<file path="src/rtl/aes_final_round.sv">
// AES round 10 (SubBytes via the shared S-box slice, ShiftRows, AddRoundKey) with a 2-entry output FIFO.
// One cycle from accept to FIFO push when key_valid is high; accepts new blocks only while the FIFO has room.
module aes_final_round #(
  parameter int FIFO_DEPTH = 2
) (
  input  logic         clk,
  input  logic         reset_n,
  input  logic [127:0] round_key,
  input  logic         key_valid,
  input  logic [127:0] in_block,
  input  logic         in_valid,
  output logic         in_ready,
  output logic [127:0] old_sbox,
  input  logic [127:0] new_sbox,
  output logic [127:0] out_block,
  output logic         out_valid,
  input  logic         out_ready,
  output logic         busy
);

  typedef enum logic {IDLE, SUB} state_t;

  state_t       r_state;
  logic [127:0] r_data;
  logic [127:0] r_mem [2];
  logic         r_wr_ptr;
  logic         r_rd_ptr;
  logic [1:0]   r_count;
  logic         r_in_ready;
  logic         r_out_valid;
  logic         r_busy;

  state_t       w_state_nxt;
  logic [127:0] w_shift;
  logic [127:0] w_result;
  logic         w_accept;
  logic         w_push;
  logic         w_pop;
  logic [1:0]   w_count_nxt;

  // Byte i sits at bits [127-8i -: 8]; row r of column c is byte 4c+r.
  always_comb begin
    w_shift = '0;
    for (int c = 0; c < 4; c++) begin
      for (int r = 0; r < 4; r++) begin
        w_shift[127-8*(4*c+r) -: 8] = new_sbox[127-8*(4*((c+r)%4)+r) -: 8];
      end
    end
  end

  assign w_result    = w_shift ^ round_key;
  assign w_accept    = in_valid & r_in_ready;
  assign w_push      = (r_state == SUB) & key_valid;
  assign w_pop       = out_ready & r_out_valid;
  assign w_count_nxt = r_count + 2'(w_push) - 2'(w_pop);

  always_comb begin
    w_state_nxt = r_state;
    case (r_state)
      IDLE:    if (w_accept) w_state_nxt = SUB;
      SUB:     if (key_valid) w_state_nxt = IDLE;
      default: w_state_nxt = IDLE;
    endcase
  end

  // Handshake outputs are registered from next-state values so they are glitch-free.
  always_ff @(posedge clk or negedge reset_n) begin
    if (!reset_n) begin
      r_state     <= IDLE;
      r_data      <= '0;
      r_mem[0]    <= '0;
      r_mem[1]    <= '0;
      r_wr_ptr    <= 1'b0;
      r_rd_ptr    <= 1'b0;
      r_count     <= 2'd0;
      r_in_ready  <= 1'b0;
      r_out_valid <= 1'b0;
      r_busy      <= 1'b0;
    end else begin
      r_state <= w_state_nxt;
      if (w_accept) r_data <= in_block;
      if (w_push) begin
        r_mem[r_wr_ptr] <= w_result;
        r_wr_ptr        <= ~r_wr_ptr;
      end
      if (w_pop) r_rd_ptr <= ~r_rd_ptr;
      r_count     <= w_count_nxt;
      r_in_ready  <= (w_state_nxt == IDLE) && (w_count_nxt < 2'(FIFO_DEPTH));
      r_out_valid <= (w_count_nxt != 2'd0);
      r_busy      <= (w_state_nxt == SUB) || (w_count_nxt != 2'd0);
    end
  end

  assign old_sbox  = r_data;
  assign in_ready  = r_in_ready;
  assign out_valid = r_out_valid;
  assign busy      = r_busy;
  assign out_block = r_out_valid ? r_mem[r_rd_ptr] : '0;

endmodule

</file>
<file path="config.mk">
export PLATFORM = sky130hd
export DESIGN_NAME = aes_final_round
export DESIGN_NICKNAME = d
export VERILOG_FILES = /design/src/rtl/aes_final_round.sv
export SDC_FILE = /design/constraint.sdc
export NUM_CORES = 1
export LEC_CHECK = 0
export ABC_AREA = 1
export CORE_AREA = 5 5 251 253
export CTS_CLUSTER_DIAMETER = 150
export DETAILED_ROUTE_END_ITERATION = 8
export DIE_AREA = 0 0 256 258
export HOLD_SLACK_MARGIN = 0.12
export PLACE_DENSITY_LB_ADDON = 0.3
export SLEW_MARGIN = 15
export SYNTH_ARGS = -nofsm -noshare
export SYNTH_HDL_FRONTEND = slang
export SYNTH_SLANG_ARGS = --single-unit
export TNS_END_PERCENT = 100
</file>
<file path="constraint.sdc">
create_clock -name clk -period 2.2 [get_ports clk]
set_clock_uncertainty 0.15 [all_clocks]
set_input_delay 0.33 -clock clk [delete_from_list [all_inputs] [get_ports clk]]
set_output_delay 0.33 -clock clk [all_outputs]
set_load 0.01 [all_outputs]
</file>
==> results.toml, run 1 <==
[sta]
setup_ws_ns = -0.1717
rsz0062_at_grt = "yes"
finalMaxSlewViolations = 0
setup_viol = 118
finalSetupTns_ns = -9.960
worst_pin_slew_ns = 0.6136
max_clock_freq_mhz = 421.6
min_period_over_period_pct = 107.8
post-route-min-period_ns = 2.372
slew_headroom_pct = 59.09
hold_viol = 0

[global_routing]
antenna_found_initial = 7
grt_max_degree = 111
grt_pass1_vias = 16210
grtUsageTotal_pct = 17.99
overflow = 0
grt_pass1_wl_um = 95840

[yosys]
yosys-top-cells-count = "nand2_1, dfrtp_1, o21ai_0"
syn-num-nets = 2496
synth_top_area_share_pct = 55.08
ys_types = 20
syn-cell-area_sq_um = 17810
netlist_instances = 2105
synth_async_sr_flop_share_pct = 100.0
yosysMostFrequentCell = "nand2_1"
yosysSeqAreaShare_pct = 55.08
yosysTopAreaCell = "dfrtp_1"
ys_warn_count = 0
syn_avg_cell_area_sq_um = 8.461
synth-edff-count = 0
synth-main-ff-cell = "dfrtp_1"
ys_seq_elements = 392
synth_area_leaders = "dfrtp_1, nand2_1, o21ai_0"

[placement]
gp_congestion = 0.8516
place_inst = 3453
dp_hpwl_um = 44450
portBuffers = 647

[worst_setup_path]
arrival_ns = 1.89
r2r_slack_ns = 0.09
cp-start-kind = "flip-flop"
required_ns = 1.72
crit-reg2reg-capture = "busy"
cp-end-kind = "output port"
critPathTopFamily = "buffers and inverters"
rr_worst_depth = 12
r2r-start = "out_valid"
slowest_delay_ns = 0.51
cp.buffers_inverters = 4
cp_max_fo = 6
path_class = "reg2out"
crit_chain = "buf_8 -> buf_6 -> clkbuf_16 -> o21ai_4 -> a21oi_1 -> buf_2"
slowest_stage = "dfrtp_4"

[final_layout]
final-seq-area_sq_um = 9821
fin_cells = 3580
area_growth_pct = 54.64
final_util_pct = 45.30
fill_cells = 5862
multiInputGateArea_sq_um = 7357
drive_gt1_share_pct = 15.37
nets = 3143

[clocking]
clk_pin_slew_ns = 0.06
cts_buffer_depth = 3
htreeDepth = 2
root_buffer = "clkbuf_16"
numCtsBuffers = 45
worstSkewPairLatency_ns = 0.55
cts.sinks = 392
cts_tree = "yes"

[power_and_ir_drop]
power_switching_uw = 15800
p_total_uw = 39710
p_int_uw = 23910
power_frac_comb_pct = 49.9
pwr-share-clk_pct = 18.7
peakVddDrop_uv = 710.3
leakagePower_uw = 0.01312
p_per_area_nw_per_um2 = 1442
swShare_pct = 39.79
seqPwrFrac_pct = 31.4

[floorplanning]
start_util_pct = 29.29
core_area_sq_um = 60800
std_cell_rows = 91
die-width_um = 256
fp.dieH_um = 258
pin_count = 648
design.die.area_sq_um = 66050

[routing]
drtIter0Drc = 958
drc = 0
antenna_left = 0
wl_per_cell_um = 18.50
drt_pre_antenna_iters = 5
vias_per_cell = 4.681
postRouteWirelength_um = 66250
num_vias = 16760

[min_path]
min_path_cells = 3
hp-class = "in2reg"
worstHoldStart = "in_block[4]"
whs_endpoint = "old_sbox[4]"

[status]
outcome = "finished with violations"
violations = "setup timing"

[flow_run]
drv_cap = 0
==> cells in the final DEF, fill, tap and decap left out, types with 14 or more instances in the layout <==
cell	count
xor2_1	128
a21oi_2	47
o21ai_1	40
o21ai_0	133
clkdlybuf4s50_1	516
buf_2	105
o21ai_2	66
buf_4	32
dfrtp_1	389
a21oi_1	79
buf_12	26
o21ai_4	17
clkbuf_16	58
inv_1	136
nand3_1	131
nand2_1	784
buf_6	14
==> cell type report <==
| type | instances | area share, % |
|---|---|---|
| Clock buffer | 70 | 5.020 |
| Tap cell | 790 | 3.589 |
| Timing Repair Buffer | 740 | 26.78 |
| Sequential cell | 392 | 35.66 |
| Antenna cell | 6 | 0.05451 |
| Clock inverter | 9 | 0.3044 |
| Multi-Input combinational cell | 1435 | 26.71 |
| Inverter | 138 | 1.890 |
==> per-layer routing <==
metal / track usage [%] / wire length [um]
met2: 30.45 / 32990
met3: 4.947 / 4696
met1: 22.70 / 26970
met5: 0 / 20
met4: 5.262 / 1569
==> metrics by stage <==
step | setup WS (ns) | hold WS [ns] | area, sq um
2_1_floorplan | 0.4089 | -0.1156 | 17810
3_3_place_gp | -0.03117 | 0.2054 | 25220
3_5_place_dp | -0.04651 | 0.2126 | 25220
4_1_cts | -0.5232 | 0.1309 | 26620
5_1_grt | -0.2423 | 0.1475 | 27540
6_report | -0.1717 | 0.1718 | 27540
==> worst register-to-register path, delay by kind of cell, from the launching register on <==
kind,cells,cell delay [ns]
and+or+nand+nor,6,0.49
adders and majority gates,2,0.47
buffers and inverters,4,0.37
DFF,1,0.50
==> logic make-up after synthesis <==
logic type	after synthesis	synth area share, %
flops	392	55.08
simple gates	920	20.35
fa+ha+maj	2	0.1405
compound gates	384	10.79
buf+inv	278	7.299
xor+xnor	129	6.344
==> power groups by stage <==
stage	clock network [uW]	logic, uW	registers, uW
final	7420	19800	12500
after global routing	7940	21500	12900
after CTS	7640	18000	12300
after detailed placement	0	18300	12300
after global placement	0	18000	12200
after floorplan	0	8090	12400
==> state kept, by name, summed over array words and instances, names as in the netlist <==
signal,flops
busy,1
in_ready,1
old_sbox,128
out_valid,1
r_count,2
r_mem,256
r_rd_ptr,1
r_state,1
r_wr_ptr,1
==> how the worst max path moves through the flow <==
stage / startpoint / to / slack, ns / cells past startpoint
floorplan: out_valid / busy / 0.41 / 12
global placement: out_valid / out_block[16] / -0.03 / 4
detailed placement: out_valid / out_block[118] / -0.05 / 4
CTS: r_rd_ptr / out_block[124] / -0.52 / 4
global route: r_rd_ptr / out_block[109] / -0.24 / 6
finish: r_rd_ptr / out_block[116] / -0.17 / 6
==> timing repair <==
item,in CTS,in global routing
gates cloned,2,20
hold buffers,2,0
endpoints found under the setup margin,129,129
endpoints found under the hold margin,357,0
setup buffers,5,14
pin swaps,0,20
resized for setup,228,523
(Power assumes the default switching activity.)
==> run 2, diff against run 1 <==
--- a/config.mk
+++ b/config.mk
@@ -6,10 +6,10 @@
 export NUM_CORES = 1
 export LEC_CHECK = 0
 export ABC_AREA = 1
-export CORE_AREA = 5 5 251 253
+export CORE_AREA = 5 5 248 250
 export CTS_CLUSTER_DIAMETER = 150
 export DETAILED_ROUTE_END_ITERATION = 8
-export DIE_AREA = 0 0 256 258
+export DIE_AREA = 0 0 253 255
 export HOLD_SLACK_MARGIN = 0.12
 export PLACE_DENSITY_LB_ADDON = 0.3
 export SLEW_MARGIN = 15
==> constraint.sdc (replaced) <==
create_clock -name clk -period 3 [get_ports clk]
set_clock_uncertainty 0.15 [all_clocks]
set_input_delay 0.45 -clock clk [delete_from_list [all_inputs] [get_ports clk]]
set_output_delay 0.45 -clock clk [all_outputs]
set_load 0.01 [all_outputs]
==> run 2 against run 1 <==
Against the previous run: the flow now finishes without violations; sequential share of layout area is 1.3 points higher; final cell count is 1.8% lower; non-clock buffer count is 46 lower; setup slack better by 0.30 ns; flip-flop and latch count stayed put; clock-buffer cell count is 5 lower; critical path type unchanged; critical endpoint is now out_block[62]; highest routed layer unchanged.
==> results.toml, run 2 (same netlist as run 1, synthesis figures left out) <==
[status]
outcome = "finished, final reports clean"

[routing]
postRouteWirelength_um = 62660
drt_pre_antenna_iters = 5
antenna_left = 0
drtIter0Drc = 1047
num_vias = 16290
vias_per_cell = 4.635
wl_per_cell_um = 17.83
drc = 0

[clocking]
cts.sinks = 392
clk_pin_slew_ns = 0.06
worstSkewPairLatency_ns = 0.56
numCtsBuffers = 44
htreeDepth = 2
root_buffer = "clkbuf_16"
cts_tree = "yes"
cts_buffer_depth = 3

[min_path]
hp-class = "in2reg"

[power_and_ir_drop]
p_per_area_nw_per_um2 = 1038
peakVddDrop_uv = 554.8
leakagePower_uw = 0.01243

[floorplanning]
core_area_sq_um = 58800
fp.dieH_um = 255
design.die.area_sq_um = 64520
die-width_um = 253
pin_count = 648
std_cell_rows = 89
start_util_pct = 30.29

[sta]
finalMaxSlewViolations = 0
post-route-min-period_ns = 2.875
rsz0062_at_grt = "no"
finalSetupTns_ns = 0
hold_viol = 0
setup_viol = 0
max_clock_freq_mhz = 347.8
slew_headroom_pct = 52.56
worst_pin_slew_ns = 0.7116
min_period_over_period_pct = 95.85

[final_layout]
final_cell_mix = "nand2_1, clkdlybuf4s50_1, dfrtp_1, o21ai_0, inv_1"
multiInputGateArea_sq_um = 6719
final_util_pct = 45.15
largest_reg_flops = 256
drive_gt1_share_pct = 4.531
layout_commonest_cell = "nand2_1"
nets = 3096
largest-register = "r_mem"
final-seq-area_sq_um = 9821
fill_cells = 5642
area_growth_pct = 49.05

[placement]
portBuffers = 647
dp_hpwl_um = 44060
gp_congestion = 0.8491

[global_routing]
grt_pass1_wl_um = 92830
grtUsageTotal_pct = 18.07
grt_pass1_vias = 16280
overflow = 0
grt_max_degree = 129
antenna_found_initial = 5

[worst_setup_path]
path_class = "reg2out"
crit_chain = "buf_12 -> buf_4 -> o21ai_0 -> a21oi_1 -> clkdlybuf4s50_1"
slowest_stage = "clkdlybuf4s50_1"
cp_max_fo = 11
cp-end-kind = "output port"
slowest_delay_ns = 0.59
required_ns = 2.40
arrival_ns = 2.28
cp-start-kind = "flip-flop"

[flow_run]
drv_cap = 0
## run 2: cell type report
type | instances | share of cell area (%)
Multi-Input combinational cell | 1435 | 25.31
Sequential cell | 392 | 36.99
Clock buffer | 65 | 4.864
Antenna cell | 5 | 0.04713
Inverter | 138 | 1.961
Clock inverter | 13 | 0.4195
Timing Repair Buffer | 694 | 26.76
Tap cell | 773 | 3.643
## run 2: final timing paths
path                              start             to  slack [ns]  cells past startpoint
max                            r_rd_ptr  out_block[62]        0.12                      5
max in group asynchronous       reset_n     r_mem[217]        1.51                      3
max reg2reg                   out_valid           busy        0.82                     12
min reg2reg                old_sbox[80]   old_sbox[80]        0.31                      2
min in group asynchronous       reset_n      r_mem[22]        0.32                      2
min                            in_valid  old_sbox[110]        0.29                      4
## run 2: repair_timing
item / in CTS / in global routing
endpoints found under the setup margin: 119 / 23
endpoints found under the hold margin: 66 / 0
hold buffers: 1 / 0
buffers inserted: 4 / 0
cloned: 1 / 1
resized for setup: 1 / 3
## run 2: power by group
| group | switching (uW) | internal [uW] |
|---|---|---|
| Combinational | 7000 | 6300 |
| Clock | 2190 | 3070 |
| Sequential | 1190 | 7800 |
| Total | 10400 | 17200 |
## run 2: routing by layer
metal,track usage (%),routed length [um],vias to the layer above
met5,0,34,-
met4,6.972,2157,4
li1,-,-,7847
met1,22.37,24670,7716
met3,5.111,5058,124
met2,30.18,30740,600
## run 2: metrics by stage
stage	setup WS [ns]	hold WS [ns]	cell area, sq um	std cells	total power [uW]
after global routing	0.005004	0.2768	26540	3513	29460
after floorplan	1.209	0.004409	17810	2105	15050
after global placement	0.4092	0.3026	24990	3425	21940
final	0.1246	0.2887	26550	3515	27550
after CTS	0.05510	0.2534	26510	3509	27800
after detailed placement	0.4332	0.3074	24990	3425	22160
## run 2: critical path: cells and delay by family, from the launching register on
kind                   cells  cell delay (ns)
DFF                        1             0.47
AOI/OAI and AO/OA          2             0.32
buffers and inverters      3             0.92
